File: src/rtl/nvram_upload.sv
// Upload-side ioctl responder: pauses the game CPU and streams game work RAM
// bytes to the HPS on request, returning 8'hFF beyond the valid area.
module nvram_upload #(
  parameter logic [7:0] INDEX    = 8'd4,
  parameter int         ADDR_W   = 10,
  parameter int         SIZE     = 1024,
  parameter int         READ_LAT = 1
) (
  input  logic              clk,
  input  logic              reset_n,
  input  logic              ioctl_upload,
  input  logic [7:0]        ioctl_index,
  input  logic              ioctl_rd,
  input  logic [24:0]       ioctl_addr,
  output logic [7:0]        ioctl_din,
  output logic              busy,
  output logic              ram_pause,
  input  logic              ram_ack,
  output logic              ram_rd,
  output logic [ADDR_W-1:0] ram_addr,
  input  logic [7:0]        ram_data
);

  typedef enum logic [2:0] {IDLE, REQ, FETCH, READY, RELEASE} state_t;

  localparam logic [24:0] SIZE_A = 25'(SIZE);
  localparam logic [1:0]  LAT    = 2'(READ_LAT);

  state_t            state, state_next;
  logic              active, active_q;
  logic [24:0]       addr_q, addr_next;
  logic [1:0]        cnt, cnt_next;
  logic [7:0]        din_next;
  logic              busy_next, pause_next, rd_next;
  logic [ADDR_W-1:0] ram_addr_next;
  logic              fetch_go;
  logic [24:0]       fetch_addr;

  assign active = ioctl_upload && (ioctl_index == INDEX);

  always_ff @(posedge clk) begin
    if (!reset_n) begin
      state     <= IDLE;
      active_q  <= 1'b0;
      addr_q    <= '0;
      cnt       <= '0;
      ioctl_din <= 8'h00;
      busy      <= 1'b0;
      ram_pause <= 1'b0;
      ram_rd    <= 1'b0;
      ram_addr  <= '0;
    end else begin
      state     <= state_next;
      active_q  <= active;
      addr_q    <= addr_next;
      cnt       <= cnt_next;
      ioctl_din <= din_next;
      busy      <= busy_next;
      ram_pause <= pause_next;
      ram_rd    <= rd_next;
      ram_addr  <= ram_addr_next;
    end
  end

  // Every output is computed here as a next value and registered above.
  always_comb begin
    state_next    = state;
    addr_next     = addr_q;
    cnt_next      = cnt;
    din_next      = ioctl_din;
    busy_next     = busy;
    pause_next    = ram_pause;
    rd_next       = 1'b0;
    ram_addr_next = ram_addr;
    fetch_go      = 1'b0;
    fetch_addr    = addr_q;

    unique case (state)
      IDLE: begin
        din_next      = 8'h00;
        busy_next     = 1'b0;
        pause_next    = 1'b0;
        ram_addr_next = '0;
        if (active && !active_q) begin
          state_next = REQ;
          pause_next = 1'b1;
        end
      end
      REQ: begin
        if (!active) begin
          state_next = RELEASE;
          pause_next = 1'b0;
        end else if (ram_ack) begin
          fetch_go   = 1'b1;
          fetch_addr = '0;
          busy_next  = 1'b1;
        end
      end
      FETCH, READY: begin
        if (!active) begin
          state_next = RELEASE;
          pause_next = 1'b0;
          busy_next  = 1'b0;
        end else if (!ram_ack) begin
          // Losing the RAM port mid-upload: never hand back possibly bad data.
          state_next = RELEASE;
          pause_next = 1'b0;
          busy_next  = 1'b0;
          din_next   = 8'hFF;
        end else if (ioctl_rd) begin
          fetch_go   = 1'b1;
          fetch_addr = ioctl_addr;
        end else if (state == FETCH) begin
          if (cnt == LAT) begin
            state_next = READY;
            din_next   = (addr_q >= SIZE_A) ? 8'hFF : ram_data;
          end else begin
            cnt_next = cnt + 2'd1;
          end
        end
      end
      RELEASE: begin
        state_next = IDLE;
        pause_next = 1'b0;
        busy_next  = 1'b0;
      end
      default: state_next = IDLE;
    endcase

    // A new request always restarts the latency count, discarding older reads.
    if (fetch_go) begin
      state_next    = FETCH;
      addr_next     = fetch_addr;
      cnt_next      = '0;
      rd_next       = (fetch_addr < SIZE_A);
      ram_addr_next = fetch_addr[ADDR_W-1:0];
    end
  end

endmodule

File: config.mk
export PLATFORM = sky130hd
export DESIGN_NAME = nvram_upload
export DESIGN_NICKNAME = d
export VERILOG_FILES = /design/src/rtl/nvram_upload.sv
export SDC_FILE = /design/constraint.sdc
export NUM_CORES = 1
export LEC_CHECK = 0
export ABC_AREA = 0
export BUFFER_PORTS_ARGS = -buffer_cell sky130_fd_sc_hd__buf_2
export CORE_ASPECT_RATIO = 0.9
export CORE_MARGIN = 5
export CORE_UTILIZATION = 40
export DETAILED_ROUTE_END_ITERATION = 8
export HOLD_SLACK_MARGIN = 0.12
export PLACE_DENSITY = 0.68
export SETUP_SLACK_MARGIN = 0.05
export SLEW_MARGIN = 20
export SYNTH_ARGS = -nofsm -noshare
export SYNTH_HDL_FRONTEND = slang
export SYNTH_SLANG_ARGS = --single-unit
File: constraint.sdc
create_clock -name clk -period 2.2 [get_ports clk]
set_clock_uncertainty 0.05 [all_clocks]
set_input_delay 0.22 -clock clk [delete_from_list [all_inputs] [get_ports clk]]
set_output_delay 0.22 -clock clk [all_outputs]
set_load 0.05 [all_outputs]
# ---- Word level (Yosys, flattened, before mapping)
# Index checks and enable logic that the tools add are counted.
dict set report word_totals {
  wordCells 95
  register_bits 52
  inputBits 46
  out_inout_bits 21
}
dict set report op_classes {
  add_sub_neg 1
  n_reduce_logical 18
  magnitude_cmp 2
  bitwise 3
  n_eq_ne 23
  n_mux 38
}
# cell count
set op_table {}
lappend op_table {{two-way mux 25 bit} 5}
lappend op_table {{case mux 25 bit (2 select lines)} 1}
lappend op_table {{two-way mux 8 bit} 6}
lappend op_table {{>= comparator 25 x 11 -> 1 bit, second input constant} 1}
lappend op_table {{< comparator 25 x 11 -> 1 bit, second input constant} 1}
lappend op_table {{two-way mux 3 bit} 7}
lappend op_table {{two-way mux 10 bit} 2}
lappend op_table {{!= test 3 bit, second input constant} 6}
lappend op_table {{case mux 8 bit (2 select lines)} 1}
lappend op_table {{!= test 5 bit, second input constant} 3}
lappend op_table {{AND reduction 5 bit} 3}
lappend op_table {{!= test 4 bit, second input constant} 3}
lappend op_table {{two-way mux 1 bit} 11}
lappend op_table {{!= test 2 bit, second input constant} 5}
lappend op_table {{case mux 3 bit (3 select lines)} 1}
lappend op_table {{equality test 8 x 3 -> 1 bit, second input constant} 1}
lappend op_table {{equality test 3 x 2 -> 1 bit, second input constant} 2}
lappend op_table {{AND reduction 6 bit} 1}
lappend op_table {{OR reduction 2 bit} 3}
lappend op_table {{case mux 1 bit (4 select lines)} 1}
lappend op_table {{AND reduction 4 bit} 1}
lappend op_table {{nonzero test 2 bit} 2}
lappend op_table {{nonzero test 4 bit} 1}
lappend op_table {{equality test 3 x 1 -> 1 bit, second input constant} 1}
lappend op_table {{other kinds (13)} 16}

# ---- Logic depth before layout (Yosys ltp)
dict set report logic_depth {
  ltp_word 8
  depth_mapped 8
  ltp_nobuf 6
}

# ---- Least setup slack after synthesis
# Ideal clock, no wire load.
dict set report synth_timing {
  path_kind {reg2reg}
  from {register cnt[0]}
  to {register ioctl_din[0]}
  path_stages_with_launch 8
  n_path_buf 2
  period_less_slack_ns 1.870
  setup_time_ns 0.086
  slack_ns 0.330
  arrival_time_ns 1.734
  required_time_ns 2.064
  path_cell_list {dfxtp_1 -> ha_1 -> or3b_1 -> a211o_1 -> buf_6 -> or2_0 -> buf_6 -> a211oi_1}
}
dict set report synth_via {
  elab_chain_len 3
}
# item line
set synth_lines {}
lappend synth_lines {{start: declaration} 32} ;# logic [1:0] cnt, cnt_next;
lappend synth_lines {{start signal: assignment} 56} ;# cnt <= cnt_next;
lappend synth_lines {{equality test 2 x 1 -> 1 bit} 114} ;# if (cnt == LAT) begin
lappend synth_lines {{!= test 3 bit (no line)} n/a}
lappend synth_lines {{AND reduction 5 bit (no line)} n/a}
lappend synth_lines {{end signal: assignment} 57} ;# ioctl_din <= din_next;
lappend synth_lines {{end: declaration} 15} ;# output logic [7:0] ioctl_din,
# Every way passes these cells.
# A chain may end at the register's enable or synchronous reset.

# ---- Worst setup path after layout
dict set report layout_timing {
  from {register cnt[0]}
  to {register ioctl_din[1]}
}
# The elaborated chain is that of the path after synthesis.

==> qor.yml <==
outcome: "completed"
path_buf_inv: 0
hold_class: "input pin to flop"
cap_violations: 0
syn-num-nets: 219
cts_resized: 0
drc_errors: 0
synth_top_area_frac: 0.494
synth-edff-count: 0
gr-total-overflow: 0
layout_common_cells: "buf_2, dfxtp_1, a22o_1, dlygate4sd3_1, nor4_1"
start_util: 0.415
dieArea_um2: 5660
critical_path_arrival_ns: 2.12
path_class: "flop to flop"
fin_hold_ws_ns: 0.132
grt_start_max_net_pins: 26
critical-path-top-delay-family: "simple AND/OR/NAND/NOR gates"
final_common_cell: "buf_2"
fin_nets: 309
ys_seq_area_frac: 0.494
async_flop_share: 0
setup_ws_ns: 0.230
portBuffers: 66
antenna_found_initial: 0
ios: 67
clockBufferDepth: 2
route.final.wire_length_um: 4770
dp_hpwl_um: 3050
grt_setup_unrepaired: "false"
cpMaxStageDelayCell: "or2_0"
drt-initial-drc-count: 87
start_kind: "flop"
hold_violations: 0
power.density_nw_per_um2: 603
critPathCaptureType: "flop"
cp_cell_sequence: "ha_1, or3b_1, a211o_1, or2_0, a211oi_1"
synthFlopType: "dfxtp_1"
ir_drop_mv: 0.379
clock_sinks: 42
yosys_warnings: 0
worstSkewPairLatency_ns: 0.29
place.gp.congestion: 0.761
dp_slack_ns: 0.168
fin_crit_sh: 0.895
drtAntennaViolNets: 0
final_cell_count_no_fill: 312
final_area_um2: 2420
cts-root-buf: "clkbuf_8"
syn_area_per_cell_um2: 9.89
grt_pass1_wl_um: 7670
cts_buffers: 5
fin_util: 0.591
fillers: 358
relSlewSlack: 0.531
final.setup.tns_ns: 0
drive_gt1_frac: 0.335
syn_inst: 172
crit_required_ns: 2.35
dr.pass1.iters: 4
placementRows: 22
place_area_um2: 2060
wl_per_cell_um: 15.3
dieWidth_um: 78.7
synth_area_um2: 1700
vias_per_cell: 5.33
crit_path_max_fanout: 8
setup_viol: 0
crit_path_max_incr_delay_ns: 0.36
core_um2: 4100
synth_area_leaders: "dfxtp_1, a22o_1, nor4_1, a211oi_1, a21oi_1"
grt_usage: 0.173
die_h_um: 71.9
synth_area_leader_cell: "dfxtp_1"
num_vias: 1664
slew_viol_final: 0
reg2reg_slack_ns: 0.23
clkSlewWorstSetupHoldPaths_ns: 0.08
syn_to_final_growth_pct: 42.5
cts_tree: "yes"
worst_pin_slew_ns: 0.703
p_total_mw: 1.46
place_inst: 278
fin_crit_ns: 1.97
synth.distinct_cells: 39
synth_seq_cells: 42
htree_num_levels: 2
fmax_mhz: 508
grt_pass1_vias: 1632
p_leak_nw: 1.03
-- layout make-up --
cell class,instances,area [um2],share of cell area
multi-input cells,112,767,0.316
well taps,48,60.1,0.0248
flip-flops and latches,42,841,0.347
clock inverters,3,40.0,0.0165
diodes,1,2.50,0.00103
clock buffers,5,68.8,0.0284
inverters,3,11.3,0.00465
repair buffers,98,633,0.261
-- worst register-to-register path: cells and delay by family, from the launching register on --
family | cells | cell delay [ns]
compound gates | 2 | 0.59
fa+ha+maj | 1 | 0.18
flops | 1 | 0.35
simple gates | 2 | 0.71
-- registers in the layout, summed over array words and instances (netlist names) --
signal	cells
state	3
ram_pause	1
cnt	2
ram_addr	10
busy	1
ram_rd	1
ioctl_din	8
active_q	1
addr_q	15
-- kinds of logic (layout without fill, tap and decap cells) --
family	after synthesis	in the layout	share of synthesized area
AOI/OAI and AO/OA	53	53	0.239
adders and majority gates	1	1	0.00736
buffers and inverters	18	109	0.0567
DFF	42	42	0.494
and+or+nand+nor	58	58	0.202
other	0	1	0
-- power by group --
| part | switching (mW) | internal, mW | leakage (nW) |
|---|---|---|---|
| combinational | 0.0433 | 0.0638 | 0.634 |
| clock | 0.262 | 0.334 | 0.0579 |
| sequential | 0.0000723 | 0.759 | 0.338 |
-- metal layers --
layer	global-route usage	vias to the layer above	wire length, um
li1	-	837	-
met1	0.216	761	2200
met2	0.275	57	2210
met3	0.0440	9	256
met4	0.0913	0	110
met5	0	-	0
-- synth_stat cells, types with 2 or more instances --
cell      number
nor3_1         4
buf_6          3
a21oi_1        9
o21ai_0        3
buf_2          5
clkbuf_1       6
dfxtp_1       42
a22o_1        25
a211oi_1       8
nor4b_1        2
nand2_1       11
or3_2          2
nand3_1        2
nor2_1         5
nand4_1        2
or3_1          2
inv_1          3
nor4_1        15
and3_1         3
-- path summary, 6_finish.rpt --
| kind | startpoint | end | cells after the start |
|---|---|---|---|
| setup / recovery | cnt[0] | ioctl_din[1] | 5 |
| hold / removal | reset_n | busy | 2 |
| setup reg to reg | cnt[0] | ioctl_din[1] | 5 |
| hold reg to reg | ioctl_din[6] | ioctl_din[6] | 2 |
-- what timing repair did --
action | in CTS | in global routing
hold buffers | 25 | 0
buffers inserted | 0 | 0
hold endpoints to repair | 25 | 0
(Power assumes the default switching activity.)
